[src/rtl/if_pkg.sv]
// Shared types and defaults for the instruction-fetch stage: PC width, reset vector,
// canonical NOP encoding and the prefetch-queue entry layout.
package if_pkg;

  localparam int              XLEN     = 32;
  localparam logic [XLEN-1:0] RESET_PC = '0;
  localparam logic [31:0]     INST_NOP = 32'h0000_0013;

  typedef struct packed {
    logic [XLEN-1:0] pc;
    logic [31:0]     inst;
  } fq_entry_t;

endpackage

[src/rtl/if_fetch_queue.sv]
// Prefetch queue: sync FIFO of fetched {pc, inst}; head visible the cycle after push.
// Flush beats push/pop; a push into a full queue is dropped unless a pop frees the slot.
module if_fetch_queue
  import if_pkg::*;
#(
  parameter int DEPTH = 4
) (
  input  logic                    clk,
  input  logic                    reset,
  input  logic                    flush,
  input  logic                    push,
  input  fq_entry_t               push_dat,
  input  logic                    pop,
  output logic                    head_vld,
  output fq_entry_t               head_dat,
  output logic [$clog2(DEPTH):0]  count
);

  localparam int AW = $clog2(DEPTH);
  localparam int CW = AW + 1;
  localparam logic [CW-1:0] FULL_CNT = DEPTH[CW-1:0];

  fq_entry_t       mem [DEPTH];
  logic [AW-1:0]   wr_ptr;
  logic [AW-1:0]   rd_ptr;
  logic            do_push;
  logic            do_pop;

  assign head_vld = (count != '0);
  assign do_pop   = pop && head_vld;
  assign do_push  = push && ((count != FULL_CNT) || do_pop);
  assign head_dat = mem[rd_ptr];

  always_ff @(posedge clk or posedge reset) begin
    if (reset) begin
      wr_ptr <= '0;
      rd_ptr <= '0;
      count  <= '0;
    end else if (flush) begin
      wr_ptr <= '0;
      rd_ptr <= '0;
      count  <= '0;
    end else begin
      if (do_push) wr_ptr <= wr_ptr + AW'(1);
      if (do_pop)  rd_ptr <= rd_ptr + AW'(1);
      case ({do_push, do_pop})
        2'b10:   count <= count + CW'(1);
        2'b01:   count <= count - CW'(1);
        default: count <= count;
      endcase
    end
  end

  // Storage carries no reset: entries are only observed once count covers them.
  always_ff @(posedge clk) begin
    if (do_push && !flush) mem[wr_ptr] <= push_dat;
  end

  // Upstream credit accounting must never offer a push the queue cannot take.
  a_no_overflow: assert property (@(posedge clk) disable iff (reset)
    !(push && !flush && !do_push));

endmodule

[src/rtl/if_prefetch_stage.sv]
// Fetch stage: one imem request per cycle (1-cycle memory), responses land in the prefetch
// queue and reach decode 2 cycles after the request; requests stop when queue credit runs out.
module if_prefetch_stage
  import if_pkg::*;
#(
  parameter int              XLEN     = if_pkg::XLEN,
  parameter logic [XLEN-1:0] RESET_PC = if_pkg::RESET_PC,
  parameter int              FQ_DEPTH = 4
) (
  input  logic                       clk,
  input  logic                       reset,
  input  logic                       redirect_valid,
  input  logic [XLEN-1:0]            redirect_pc,
  output logic                       imem_req,
  output logic [XLEN-1:0]            imem_addr,
  input  logic [31:0]                imem_rdata,
  output logic                       out_valid,
  input  logic                       out_ready,
  output logic [XLEN-1:0]            out_pc,
  output logic [31:0]                out_inst,
  output logic [XLEN-1:0]            out_pc_plus4,
  output logic [$clog2(FQ_DEPTH):0]  fq_count
);

  logic [XLEN-1:0] fetch_pc;
  logic [XLEN-1:0] inflight_pc;
  logic            inflight;
  logic [XLEN-1:0] redirect_tgt;
  logic            credit_ok;
  logic            fq_push;
  logic            fq_pop;
  logic            head_vld;
  fq_entry_t       head_dat;
  fq_entry_t       push_dat;
  logic [XLEN-1:0] head_pc_plus4;
  logic [XLEN-1:0] hold_pc;
  logic [31:0]     hold_inst;
  logic [XLEN-1:0] hold_pc_plus4;

  assign redirect_tgt = redirect_pc & ~XLEN'(3);

  // In-flight fetch reserves a slot; a same-cycle pop is deliberately not credited.
  assign credit_ok = (int'(fq_count) + int'(inflight)) < FQ_DEPTH;
  assign imem_req  = !reset && !redirect_valid && credit_ok;
  assign imem_addr = fetch_pc;

  always_ff @(posedge clk or posedge reset) begin
    if (reset) begin
      fetch_pc    <= RESET_PC;
      inflight    <= 1'b0;
      inflight_pc <= '0;
    end else if (redirect_valid) begin
      fetch_pc <= redirect_tgt;
      inflight <= 1'b0;
    end else begin
      inflight <= imem_req;
      if (imem_req) begin
        inflight_pc <= fetch_pc;
        fetch_pc    <= fetch_pc + XLEN'(4);
      end
    end
  end

  // A redirect in the response cycle kills the returning instruction.
  assign fq_push       = inflight && !redirect_valid;
  assign push_dat.pc   = inflight_pc;
  assign push_dat.inst = imem_rdata;
  assign fq_pop        = head_vld && out_ready;

  if_fetch_queue #(
    .DEPTH (FQ_DEPTH)
  ) u_fq (
    .clk      (clk),
    .reset    (reset),
    .flush    (redirect_valid),
    .push     (fq_push),
    .push_dat (push_dat),
    .pop      (fq_pop),
    .head_vld (head_vld),
    .head_dat (head_dat),
    .count    (fq_count)
  );

  assign head_pc_plus4 = head_dat.pc + XLEN'(4);

  // Last presented entry is held so out_* stay stable while the queue is empty.
  always_ff @(posedge clk or posedge reset) begin
    if (reset) begin
      hold_pc       <= '0;
      hold_inst     <= '0;
      hold_pc_plus4 <= '0;
    end else if (head_vld) begin
      hold_pc       <= head_dat.pc;
      hold_inst     <= head_dat.inst;
      hold_pc_plus4 <= head_pc_plus4;
    end
  end

  assign out_valid    = head_vld;
  assign out_pc       = head_vld ? head_dat.pc   : hold_pc;
  assign out_inst     = head_vld ? head_dat.inst : hold_inst;
  assign out_pc_plus4 = head_vld ? head_pc_plus4 : hold_pc_plus4;

  a_no_req_on_redirect: assert property (@(posedge clk) disable iff (reset)
    redirect_valid |-> !imem_req);

  a_credit_bound: assert property (@(posedge clk) disable iff (reset)
    (int'(fq_count) + int'(inflight)) <= FQ_DEPTH);

endmodule

[config.mk]
export PLATFORM = sky130hd
export DESIGN_NAME = if_prefetch_stage
export DESIGN_NICKNAME = d
export VERILOG_FILES = /design/src/rtl/if_pkg.sv /design/src/rtl/if_fetch_queue.sv /design/src/rtl/if_prefetch_stage.sv
export SDC_FILE = /design/constraint.sdc
export NUM_CORES = 1
export LEC_CHECK = 0
export BUFFER_PORTS_ARGS = -buffer_cell sky130_fd_sc_hd__clkbuf_2
export CAP_MARGIN = 20
export CORE_UTILIZATION = 60
export DETAILED_ROUTE_END_ITERATION = 16
export HOLD_SLACK_MARGIN = 0.05
export PLACE_DENSITY_LB_ADDON = 0.1
export SYNTH_ARGS = -nofsm -noshare
export SYNTH_HDL_FRONTEND = slang
export SYNTH_SLANG_ARGS = --single-unit
[constraint.sdc]
create_clock -name clk -period 8.94 [get_ports clk]
set_clock_uncertainty 0.15 [all_clocks]
set_input_delay 0.447 -clock clk [delete_from_list [all_inputs] [get_ports clk]]
set_output_delay 0.447 -clock clk [all_outputs]
set_load 0.03 [all_outputs]
# Word level (Yosys, flattened, before mapping)
# Memory sizes are Yosys's and may differ from the RTL's.
# Cells that the tools add are included.
# op_classes
n_addsub	7
n_lt_le_gt_ge	1
n_eq_ne	3
mux	14
bitwise	1
n_reduce_logical	16
# ops
cell	n
$mux W32	5
$add A32 B3 Y32 const B	2
$mux W2	4
$logic_and A1 B1 Y1	7
$pmux W3 S2	1
$reduce_bool A2 Y1	3
$reduce_bool A3 Y1	2
$add A2 B1 Y2 const B	2
$add A3 B1 Y4	1
$lt A4 B3 Y1 const B	1
$add A3 B1 Y3 const B	1
$mux W1	3
$mux W3	1
$ne A3 B3 Y1 const B	1
$sub A3 B1 Y3 const B	1
$eq A2 B1 Y1 const B	1
$eq A2 B2 Y1 const B	1
$logic_not A1 Y1	2
$reduce_and A2 Y1	1
$logic_or A1 B1 Y1	1
$not A1 Y1	1
# totals
reg_bits	168
ram_bits	256
inputBits	68
out_inout_bits	133
wordCells	52
n_memories	1
# mem_list
name	words	width	read_ports	rd_ports_with_merged_regs	wr	line	text
u_fq.mem	4	64	1	0	1	if_fetch_queue.sv:23	fq_entry_t mem [DEPTH];

# Logic depth before layout (Yosys ltp)
# Gate-level depths: netlist of the first run.
# depth
word_depth	8
mapped_depth	9
depth_no_buf	9

# By module
# From an unflattened synthesis of the first run, not the netlist that was laid out.
# unflattened
hier_cells	1070
hier_area_um2	16857.4
# modules_own_cells
module	n_inst	cells_per_inst	area_per_inst_um2	seq_area_each_um2
if_fetch_queue	1	398	9796.9	7862.5
if_prefetch_stage	1	672	7060.5	3928.8

# Worst setup path before layout of the first run
# OpenSTA, ideal clock, no wires.
# synth_path
path_kind	register -> register
startpoint	register u_fq.count[0]
endpoint	memory u_fq.mem[0][0] (netlist name) (enable)
setup_time_ns	0.426
arrival_time_ns	2.902
required_time_ns	8.364
path_slack_ns	5.462
stages_incl_launch_ff	4
n_path_buf	0
synth_period_minus_slack_ns	3.478
path_cell_list	dfrtp_1 > nor2_1 > a311oi_1 > and2_1
# synth_via
elab_chain_cells	8
elab_cells_between_ends	9
classes_between	1 x eq/ne; 2 x mux; 6 x reduce/logical
# synth_rtl
item	line	text
start, declared	if_fetch_queue.sv:16	output logic [$clog2(DEPTH):0] count
start signal, assigned	if_fetch_queue.sv:47	2'b10: count <= count + CW'(1);
start signal, assigned	if_fetch_queue.sv:48	2'b01: count <= count - CW'(1);
start signal, assigned	if_fetch_queue.sv:49	default: count <= count;
$reduce_bool A3 Y1	if_fetch_queue.sv:29	assign head_vld = (count != '0);
$logic_and A1 B1 Y1	if_prefetch_stage.sv:68	assign fq_pop = head_vld && out_ready;
$logic_and A1 B1 Y1	if_fetch_queue.sv:30	assign do_pop = pop && head_vld;
$logic_or A1 B1 Y1 (*)	if_fetch_queue.sv:31	assign do_push = push && ((count != FULL_CNT) || do_pop);
$logic_and A1 B1 Y1 (*)	if_fetch_queue.sv:31	
$logic_and A1 B1 Y1 (*)	if_fetch_queue.sv:56	if (do_push && !flush) mem[wr_ptr] <= push_dat;
$mux W1 (*)	if_fetch_queue.sv:56	
$mux W1 (not written as such) (*)	if_fetch_queue.sv:56	
end, declared	if_fetch_queue.sv:23	
# Mark *: on every way between the ends. The rest lies on a longest branch, timed or not.

# Worst setup path after layout of the first run
# layout_path
startpoint	register u_fq.rd_ptr[0]
endpoint	output out_pc_plus4[24]
# layout_via
elab_chain_cells	3
# layout_rtl
item	line	text
start, declared	if_fetch_queue.sv:25	logic [AW-1:0] rd_ptr;
start signal, assigned	if_fetch_queue.sv:45	if (do_pop) rd_ptr <= rd_ptr + AW'(1);
$mem_v2 Z4 W64	n/a	
$add A32 B3 Y32	if_prefetch_stage.sv:84	assign head_pc_plus4 = head_dat.pc + XLEN'(4);
$mux W32	n/a	
end, declared	if_prefetch_stage.sv:21	output logic [XLEN-1:0] out_pc_plus4,
# Every way passes these cells.

==> out/qor.txt, run 1 <==
Port Buf Inserts: 196
Net Sw Power: 1.72 mW
Seq pwr share: 0.459
Placed Cells incl. Taps: 1669
Root Driver: clkbuf_16
H-tree Lvls: 2
Clk pwr share: 0.313
core box area: 0.0270 mm^2
unrepaired setup endpoints after global routing: false
non-filler cells, final: 1807
flops & latches, synth: 412
Area Overhead vs Synth: 19.1%
slowest cell on the critical path: dfrtp_4
Final Cycle Share: 0.544
Critical Path RT: 8340 ps
commonest cells after routing, fill and taps aside: nand2_1 (337), edfxtp_1 (248), clkbuf_2 (196)
hpwl dp: 20600 um
fraction of layout cells with a size suffix above 1: 0.224
sequential fraction of the synthesis area: 0.699
Crit path max-delay family: buffers and inverters
Synth Warn #: 0
total wire length: 35400 um
slowest stage delay, CP: 800 ps
CTS tree: built
P per Cell Area: 270 mW/mm^2
DRT iter0 DRCs: 908
first-pass GRT wire length: 55900 um
Final Hold Viols: 0
critical path data arrival time: 4260 ps
nets: 1509
n_diodes: 0
Post-synth top flop: edfxtp_1
number of synthesized flops with an enable pin: 248
die width: 168 um
vias per cell: 5.79
Avg Cell Area, Syn: 14.0 um^2
Comb pwr share: 0.227
Synth Instances: 1178
Sw Ratio: 0.323
number of global-route vias before repair: 10503
CTS sink cnt: 412
Max Transition Viols Final: 0
gpl congestion: 0.854
Period minus WS final: 4860 ps
status: completed
pin count of the biggest net entering global routing: 100
Worst Hold Class: input port to flip-flop
Post-Syn Area: 0.0165 mm^2
Cell Chain, Critical Path: buf_4, mux4_1, ha_1, nand3_1, o31ai_1, o22ai_1, nor3_1, clkbuf_2
Die H: 168 um
Max-Cap Viols: 0
via count: 10466
worst slew pin tran: 1010 ps
CP Launch Type: flip-flop
grt total ovfl: 0
DRC: 0
Total Routing Usage GR: 0.255
CP bufs+invs: 2
Post-CTS Setup Bufs: 0
WS Path Type: flip-flop to output pin
most common cell after layout, fill and taps aside: nand2_1
Routed WL per cell: 19.6 um
Int Pwr: 3.60 mW
leak pwr: 7.97 nW
Setup crit end kind: output pin
fmax: 206 MHz
Worst VDD drop: 0.175 mV
CTS max path bufs: 3
Synth async-reset ratio: 0.398
initial core utilization: 0.612
Worst-Skew Late Latency: 530 ps
initial antenna violation count: 0
CTS Buf Count: 42
Clock transition at path regs: 60 ps
post-route ant nets: 0
Fin Setup TNS: 0 ps
relative slew slack: 0.327
site row count: 60
die area: 0.0282 mm^2
final setup vio count: 0
DRT Pass-1 Iters: 5
Top Ports: 201
maximum fanout along the worst path: 34
Yosys cell types: 62
-- cells by family (layout without fill, tap and decap cells) --
| group | count (synthesis) | count (layout) | share of synthesized area |
|---|---|---|---|
| AO/OA/AOI/OAI | 112 | 112 | 0.0431 |
| XOR/XNOR | 30 | 30 | 0.0159 |
| adder cells (fa/ha/maj) | 7 | 7 | 0.00575 |
| buffers and inverters | 72 | 359 | 0.0197 |
| flip-flops | 412 | 412 | 0.699 |
| multiplexers | 66 | 66 | 0.0887 |
| other | 1 | 2 | 0.000227 |
| AND/OR/NAND/NOR | 478 | 478 | 0.128 |
-- routing by layer --
| metal | vias up | GRT usage | wire [um] |
|---|---|---|---|
| met1 | 5236 | 0.367 | 15900 |
| met4 | 0 | 0.0622 | 588 |
| met3 | 46 | 0.0421 | 1980 |
| met2 | 359 | 0.414 | 16900 |
| li1 | 4825 | - | - |
| met5 | - | 0 | 0 |
-- power by group through the flow --
stage / clock network (mW) / registers (mW) / logic (mW)
floorplan: 0 / 2.46 / 0.814
global placement: 0 / 2.46 / 1.16
detailed placement: 0 / 2.48 / 1.18
CTS: 1.69 / 2.44 / 1.21
global route: 1.76 / 2.47 / 1.30
finish: 1.66 / 2.44 / 1.21
-- synth_stat cells (5+ instances only) --
| cell | count | area (um^2) |
|---|---|---|
| ha_1 | 6 | 75.1 |
| dfrtp_1 | 164 | 4100 |
| nand4_1 | 16 | 100 |
| or3_1 | 5 | 31.3 |
| a221o_1 | 9 | 90.1 |
| nor3_1 | 14 | 70.1 |
| buf_1 | 9 | 33.8 |
| edfxtp_1 | 248 | 7450 |
| o311ai_0 | 7 | 61.3 |
| a22oi_1 | 5 | 37.5 |
| a21oi_1 | 11 | 55.1 |
| nor3b_1 | 5 | 37.5 |
| nand3_1 | 31 | 155 |
| mux4_2 | 50 | 1130 |
| mux4_1 | 11 | 289 |
| o21ai_0 | 55 | 275 |
| and3_1 | 10 | 62.6 |
| buf_2 | 5 | 25.0 |
| xor2_1 | 16 | 140 |
| nand2_1 | 338 | 1270 |
| clkbuf_1 | 34 | 128 |
| nor2_1 | 23 | 86.3 |
| inv_1 | 15 | 56.3 |
| buf_4 | 5 | 37.5 |
| xnor2_1 | 14 | 123 |
| and2_1 | 17 | 106 |
-- layout make-up --
type / count / area [um^2]
Sequential cell: 412 / 11600
Fill cell: 1815 / 7330
Multi-Input combinational cell: 695 / 4680
Timing Repair Buffer: 267 / 1670
Clock buffer: 61 / 1130
Tap cell: 341 / 427
Clock inverter: 15 / 166
Inverter: 16 / 65.1
-- worst reg2reg max path, delay by kind of cell, from the launching register on --
family,cells,cell delay [ps]
AND/OR/NAND/NOR,3,870
flip-flops,1,800
buffers and inverters,1,680
multiplexers,1,460
AO/OA/AOI/OAI,1,260
adder cells (fa/ha/maj),1,210
XOR/XNOR,1,180
-- repair_timing --
action / in CTS / in global routing
gates resized for setup: 0 / 0
hold buffers: 62 / 0
hold endpoints to repair: 202 / 0
-- worst paths after layout --
path	start	to	slack, ps	depth (start not counted)
max	u_fq.rd_ptr[0]	out_pc_plus4[24]	4080	8
min	redirect_pc[27]	imem_addr[27]	90	3
max reg2reg	u_fq.rd_ptr[0]	hold_pc_plus4[30]	5220	8
min reg2reg	hold_inst[2]	hold_inst[2]	310	2
max in group asynchronous	reset	hold_pc_plus4[14]	6550	4
min in group asynchronous	reset	imem_addr[28]	550	3
-- flip-flops by register name, summed over array words and instances (netlist names) --
name and cells:
inflight_pc 30, u_fq.rd_ptr 2, u_fq.wr_ptr 2, hold_pc_plus4 32, hold_inst 32, u_fq.mem 248, u_fq.count 3, hold_pc 32
imem_addr 30, inflight 1
-- through the flow --
stage | power (mW) | utilization | hold slack (ps) | cell area, um^2 | setup WS [ps]
5_1_grt | 5.53 | 0.729 | 104 | 19700 | 3700
3_5_place_dp | 3.66 | 0.658 | 302 | 17800 | 4570
3_3_place_gp | 3.62 | 0.658 | 295 | 17800 | 4600
4_1_cts | 5.34 | 0.729 | 52.2 | 19700 | 3990
2_1_floorplan | 3.27 | - | 326 | 16500 | 3910
6_report | 5.31 | 0.729 | 91.7 | 19700 | 4080
Power figures use the tool's default switching activity.
==> run 2, diff against run 1 <==
--- a/config.mk
+++ b/config.mk
@@ -5,9 +5,10 @@
 export SDC_FILE = /design/constraint.sdc
 export NUM_CORES = 1
 export LEC_CHECK = 0
+export ABC_AREA = 1
 export BUFFER_PORTS_ARGS = -buffer_cell sky130_fd_sc_hd__clkbuf_2
 export CAP_MARGIN = 20
-export CORE_UTILIZATION = 60
+export CORE_UTILIZATION = 58
 export DETAILED_ROUTE_END_ITERATION = 16
 export HOLD_SLACK_MARGIN = 0.05
 export PLACE_DENSITY_LB_ADDON = 0.1
==> constraint.sdc (replaced) <==
create_clock -name clk -period 4.8 [get_ports clk]
set_clock_uncertainty 0.15 [all_clocks]
set_input_delay 0.24 -clock clk [delete_from_list [all_inputs] [get_ports clk]]
set_output_delay 0.24 -clock clk [all_outputs]
set_load 0.03 [all_outputs]
==> out/qor.txt, run 2 <==
DRT iter0 DRCs: 933 (was 908)
initial antenna violation count: 0 (unchanged)
leak pwr: 8.74 nW (was 7.97 nW)
site row count: 63 (was 60)
number of global-route vias before repair: 12305 (was 10503)
Sw Ratio: 0.427 (was 0.323)
fillers: 2306 (was 1815)
n_diodes: 0 (unchanged)
Placed Cells incl. Taps: 2236 (was 1669)
Yosys cell types: 44 (was 62)
Int Pwr: 7.84 mW (was 3.60 mW)
grt total ovfl: 0 (unchanged)
unrepaired setup endpoints after global routing: false (unchanged)
Top Ports: 201 (unchanged)
Net Sw Power: 5.86 mW (was 1.72 mW)
flops & latches, synth: 412 (unchanged)
CTS Buf Count: 41 (was 42)
Synth Warn #: 0 (unchanged)
Area Overhead vs Synth: 18.7% (was 19.1%)
WL met2: 18200 um (was 16900 um)
post-route ant nets: 0 (unchanged)
top-count cell post-synth: nand2_1 (unchanged)
via count: 12861 (was 10466)
slowest stage delay, CP: 870 ps (was 800 ps)
total wire length: 39200 um (was 35400 um)
gpl congestion: 0.889 (was 0.854)
Post-Syn Area: 0.0175 mm^2 (was 0.0165 mm^2)
die area: 0.0308 mm^2 (was 0.0282 mm^2)
Routed WL per cell: 16.5 um (was 19.6 um)
vias per cell: 5.40 (was 5.79)
Synth async-reset ratio: 0.398 (unchanged)
register area: 0.0116 mm^2 (unchanged)
Critical Path RT: 4410 ps (was 8340 ps)
Clk pwr share: 0.229 (was 0.313)
Yosys top cell by area: edfxtp_1 (unchanged)
H-tree Lvls: 2 (unchanged)
Comb pwr share: 0.407 (was 0.227)
Seq pwr share: 0.363 (was 0.459)
CP Launch Type: flip-flop (unchanged)
highest routed metal layer: met4 (unchanged)
pre-CTS setup slack: 1360 ps (was 4570 ps)
Synth Instances: 1714 (was 1178)
CTS sink cnt: 412 (unchanged)
commonest cells after routing, fill and taps aside: nand2_1 (410), nor2_1 (309), edfxtp_1 (248) (was nand2_1 (337), edfxtp_1 (248), clkbuf_2 (196))
sequential fraction of the synthesis area: 0.661 (was 0.699)
reg2reg setup slack: 1640 ps (was 5220 ps)
slowest cell on the critical path: buf_4 (was dfrtp_4)
non-filler cells, final: 2381 (was 1807)
Most common cell on crit path: nand2_1
first-pass GRT wire length: 62900 um (was 55900 um)
Area contributors post-synth: edfxtp_1 (43%), dfrtp_1 (23%), nand2_1 (8.8%) (was edfxtp_1 (45%), dfrtp_1 (25%), nand2_1 (7.7%))
WS Path Type: flip-flop to output pin (unchanged)
relative slew slack: 0.304 (was 0.327)
core box area: 0.0296 mm^2 (was 0.0270 mm^2)
CTS tree: built (unchanged)
DRC: 0 (unchanged)
Setup crit end kind: output pin (unchanged)
critical path data arrival time: 3620 ps (was 4260 ps)
die width: 176 um (was 168 um)
number of synthesized flops with an enable pin: 248 (unchanged)
max reg flops: 248 (unchanged)
Root Driver: clkbuf_16 (unchanged)
Fin Setup TNS: 0 ps (unchanged)
Cell Chain, Critical Path: buf_4, nand2_1, nand2_1, nand2_1, nand2_1, nand2_1, nor2_1, nand2_1, nor2_4, nand2_1, nand2_1, nand2_1, nand2_1, clkbuf_2 (was buf_4, mux4_1, ha_1, nand3_1, o31ai_1, o22ai_1, nor3_1, clkbuf_2)
Crit path max-delay family: simple AND/OR/NAND/NOR gates (was buffers and inverters)
Core Util, Final: 0.700 (was 0.729)
Clock transition at path regs: 60 ps (about the same)
post-route setup slack: 789 ps (was 4080 ps)
nets: 2034 (was 1509)
status: completed (unchanged)
Yosys top cell area share: 0.426 (was 0.450)
Total Routing Usage GR: 0.259 (was 0.255)
hpwl dp: 24100 um (was 20600 um)
post-CTS sizing: 0 (unchanged)
Post-synth top flop: edfxtp_1 (unchanged)
Final Cycle Share: 0.836
Max Transition Viols Final: 0 (unchanged)
Worst Hold Class: input port to flip-flop (unchanged)
most common cell after layout, fill and taps aside: nand2_1 (unchanged)
M1 WL: 17800 um (was 15900 um)
P per Cell Area: 660 mW/mm^2 (was 270 mW/mm^2)
worst slew pin tran: 1040 ps (was 1010 ps)
fmax: 249 MHz
Port Buf Inserts: 196 (unchanged)
multi-input logic area: 0.00522 mm^2 (was 0.00468 mm^2)
fraction of layout cells with a size suffix above 1: 0.162 (was 0.224)
maximum fanout along the worst path: 94 (was 34)
hold_buf cts: 70 (was 62)
DRT Pass-1 Iters: 5 (unchanged)
largest register by flop count: u_fq.mem (unchanged)
Worst-Skew Late Latency: 520 ps (was 530 ps)
CTS max path bufs: 3 (unchanged)
Max-Cap Viols: 0 (unchanged)
Post-synth top cells: nand2_1 (411), nor2_1 (313), edfxtp_1 (248) (was nand2_1 (338), edfxtp_1 (248), dfrtp_1 (164))
final instance area: 0.0208 mm^2 (was 0.0197 mm^2)
initial core utilization: 0.590 (was 0.612)
Die H: 176 um (was 168 um)
Avg Cell Area, Syn: 10.2 um^2 (was 14.0 um^2)
Post-CTS Setup Bufs: 0 (unchanged)
Period minus WS final: 4010 ps
pin count of the biggest net entering global routing: 165 (was 100)
WL met3: 2510 um (was 1980 um)
Worst VDD drop: 0.382 mV (was 0.175 mV)
final setup vio count: 0 (unchanged)
Post-DP Area: 0.0187 mm^2 (was 0.0178 mm^2)
Final Hold Viols: 0 (unchanged)
CP bufs+invs: 2 (unchanged)
-- run 2: cell count changes after synthesis, sizes merged, moves of 12 or more --
cell   before  now
a21oi      11   26
a22oi       5   25
a31oi       2   37
and2       18    0
buf        22   48
inv        15   83
mux4       61    0
nand2     338  424
nand3      32  105
nand4      17    5
nor2       23  321
o21ai      57  140
-- run 2: power groups by stage --
stage	clock network (mW)	logic [mW]	registers [mW]
final	3.14	5.58	4.98
after global routing	3.33	6.08	5.06
after CTS	3.19	5.59	4.98
after detailed placement	0	5.52	5.05
after global placement	0	5.42	5.01
after floorplan	0	3.93	5.01
-- run 2: metal layers --
metal	GRT usage	up-vias
li1	-	6270
met1	0.375	6091
met2	0.417	447
met3	0.0344	53
met4	0.0649	0
met5	0	-
-- run 2: logic make-up after synthesis --
family	after synthesis	synth area share
other	1	0.000214
adders and majority gates	7	0.00544
and+or+nand+nor	873	0.205
AOI/OAI and AO/OA	245	0.0797
xor gates and xnor gates	11	0.00551
buffers and inverters	165	0.0434
DFF	412	0.661
-- run 2: layout make-up --
class | instances | share of cell area
multi-input cells | 1138 | 0.252
repair buffers | 283 | 0.0884
inverters | 83 | 0.0157
clock inverters | 19 | 0.00989
clock buffers | 56 | 0.0541
well taps | 390 | 0.0235
flip-flops and latches | 412 | 0.557
-- run 2: per-stage QoR --
stage          hold slack [ps]  power [mW]
3_3_place_gp               306        10.4
2_1_floorplan              189        8.94
4_1_cts                    315        13.8
6_report                   326        13.7
5_1_grt                    323        14.5
3_5_place_dp               311        10.6
-- run 2: worst paths after layout --
kind | depth (start not counted) | from | endpoint
min in group asynchronous | 4 | reset | imem_addr[31]
max in group asynchronous | 4 | reset | hold_pc[13]
max reg2reg | 8 | u_fq.count[0] | imem_addr[29]
min | 2 | imem_rdata[8] | u_fq.mem[1][8]
min reg2reg | 2 | hold_pc[1] | hold_pc[1]
max | 14 | u_fq.rd_ptr[0] | out_pc_plus4[23]
==> run 3, diff against run 2 <==
==> constraint.sdc (replaced) <==
create_clock -name clk -period 3.7 [get_ports clk]
set_clock_uncertainty 0.15 [all_clocks]
set_input_delay 0.185 -clock clk [delete_from_list [all_inputs] [get_ports clk]]
set_output_delay 0.185 -clock clk [all_outputs]
set_load 0.03 [all_outputs]
==> out/qor.txt, run 3 (synthesis gave the netlist of run 2 again) <==
status: completed (unchanged)
most common cell after layout, fill and taps aside: nand2_1 (unchanged)
number of global-route vias before repair: 12414 (was 12305)
largest register by flop count: u_fq.mem (unchanged)
Most common cell on crit path: nand2_1 (unchanged)
gpl congestion: 0.891 (was 0.889)
HP Start: imem_rdata[28] (was imem_rdata[8])
hpwl dp: 24900 um (was 24100 um)
final setup vio count: 0 (unchanged)
WS Path Type: flip-flop to output pin (unchanged)
DRC: 0 (unchanged)
worst reg2reg path depth: 8 (unchanged)
grt total ovfl: 0 (unchanged)
initial antenna violation count: 0 (unchanged)
Setup crit end kind: output pin (unchanged)
first-pass GRT wire length: 63700 um (was 62900 um)
n_diodes: 0 (unchanged)
max reg flops: 248 (unchanged)
Top Ports: 201 (unchanged)
Worst-Skew Late Latency: 530 ps (was 520 ps)
P per Cell Area: 853 mW/mm^2 (was 660 mW/mm^2)
unrepaired setup endpoints after global routing: false (unchanged)
Clock transition at path regs: 60 ps (about the same)
fillers: 2192 (was 2306)
via count: 12931 (was 12861)
WHS: 262 ps (was 326 ps)
CP bufs+invs: 3 (was 2)
Cell Chain, Critical Path: clkinv_8, nand2_1, nand3_1, nand2_1, inv_1, ha_1, nand3_2, nor2_1, nand3_1, nand2_1, o21ai_0, clkbuf_2 (was buf_4, nand2_1, nand2_1, nand2_1, nand2_1, nand2_1, nor2_1, nand2_1, nor2_4, nand2_1, nand2_1, nand2_1, nand2_1, clkbuf_2)
initial core utilization: 0.590 (unchanged)
Port Buf Inserts: 196 (unchanged)
capturing point of the worst reg2reg path: imem_addr[20] (was imem_addr[29])
nets: 2045 (was 2034)
vias per cell: 5.41 (was 5.40)
H-tree Lvls: 2 (unchanged)
CTS max path bufs: 3 (unchanged)
Seq pwr share: 0.362 (was 0.363)
Die H: 176 um (unchanged)
critical path data arrival time: 3070 ps (was 3620 ps)
Comb pwr share: 0.410 (was 0.407)
WHS Path Cells: 2 (unchanged)
Routed WL per cell: 16.8 um (was 16.5 um)
die area: 0.0308 mm^2 (unchanged)
maximum fanout along the worst path: 52 (was 94)
Clk pwr share: 0.228 (was 0.229)
CTS sink cnt: 412 (unchanged)
CTS tree: built (unchanged)
slowest cell on the critical path: dfrtp_4 (was buf_4)
relative slew slack: 0.285 (was 0.304)
pin count of the biggest net entering global routing: 129 (was 165)
post-route ant nets: 0 (unchanged)
Critical Path RT: 3370 ps (was 4410 ps)
CTS Buf Count: 43 (was 41)
Max-Cap Viols: 0 (unchanged)
Post-DP Area: 0.0189 mm^2 (was 0.0187 mm^2)
site row count: 63 (unchanged)
Final Hold Viols: 0 (unchanged)
Crit path max-delay family: simple AND/OR/NAND/NOR gates (unchanged)
fmax: 294 MHz
Sw Ratio: 0.428 (was 0.427)
DRT Pass-1 Iters: 5 (unchanged)
Period minus WS final: 3400 ps
Root Driver: clkbuf_16 (unchanged)
worst r2r src: u_fq.count[0] (unchanged)
reg2reg setup slack: 680 ps (was 1640 ps)
WHS Endpoint: u_fq.mem[0][28] (was u_fq.mem[1][8])
DRT iter0 DRCs: 883 (was 933)
leak pwr: 8.81 nW (was 8.74 nW)
fraction of layout cells with a size suffix above 1: 0.163 (was 0.162)
die width: 176 um (unchanged)
Worst Hold Class: input port to flip-flop (unchanged)
Final Cycle Share: 0.920
CP Launch Type: flip-flop (unchanged)
Max Transition Viols Final: 0 (unchanged)
core box area: 0.0296 mm^2 (unchanged)
Int Pwr: 10.2 mW (was 7.84 mW)
Fin Setup TNS: 0 ps (unchanged)
final instance area: 0.0209 mm^2 (was 0.0208 mm^2)
Worst VDD drop: 0.727 mV (was 0.382 mV)
total wire length: 40100 um (was 39200 um)
worst slew pin tran: 1070 ps (was 1040 ps)
commonest cells after routing, fill and taps aside: nand2_1 (410), nor2_1 (309), edfxtp_1 (248) (unchanged)
Net Sw Power: 7.65 mW (was 5.86 mW)
slowest stage delay, CP: 610 ps (was 870 ps)
Total Routing Usage GR: 0.262 (was 0.259)
Area Overhead vs Synth: 19.8% (was 18.7%)
[run 3: per-stage QoR]
stage / instances / util / total power [mW] / setup WS [ps]
after floorplan: 1715 / - / 11.6 / -562
after global placement: 2244 / 0.637 / 13.6 / 707
after detailed placement: 2244 / 0.637 / 13.8 / 634
after CTS: 2389 / 0.705 / 17.9 / 80.4
after global routing: 2391 / 0.707 / 18.9 / 13.6
final: 2391 / 0.707 / 17.9 / 297
[run 3: repair_timing]
item | 4_1_cts | 5_1_grt
setup buffers | 0 | 2
hold endpoints to repair | 328 | 0
hold buffers | 69 | 0
resized for setup | 0 | 1
setup endpoints to repair | 0 | 18
[run 3: worst max path at each step]
stage,endpoint,cells past startpoint,startpoint,slack [ps]
final,out_pc_plus4[16],12,u_fq.rd_ptr[0],300
after global routing,out_pc_plus4[18],12,u_fq.rd_ptr[0],10
after CTS,out_pc_plus4[19],11,u_fq.rd_ptr[0],80
after detailed placement,out_pc_plus4[19],11,u_fq.rd_ptr[0],630
after global placement,out_pc_plus4[14],13,u_fq.rd_ptr[0],710
after floorplan,u_fq.mem[0][0],4,u_fq.count[0],-560
[run 3: area by class of cell]
cell class | instances | area [um^2] | area share
multi-input combinational | 1138 | 5220 | 0.249
timing repair buffer | 292 | 2020 | 0.0966
clock inverter | 22 | 185 | 0.00884
sequential | 412 | 11600 | 0.552
tap | 390 | 488 | 0.0233
inverter | 83 | 330 | 0.0158
clock buffer | 54 | 1140 | 0.0543
[run 3: metal layers]
layer,vias to the layer above,global-route usage,part of all wire
met5,-,0,0
met1,6150,0.380,0.45
met4,0,0.0764,0.019
met3,63,0.0368,0.062
li1,6299,-,-
met2,419,0.415,0.46
[run 3: power groups by stage]
stage | clock, mW | combinational, mW | sequential, mW
final | 4.07 | 7.33 | 6.46
after global routing | 4.31 | 8.01 | 6.55
after CTS | 4.13 | 7.29 | 6.48
after detailed placement | 0 | 7.19 | 6.56
after global placement | 0 | 7.06 | 6.51
after floorplan | 0 | 5.10 | 6.50
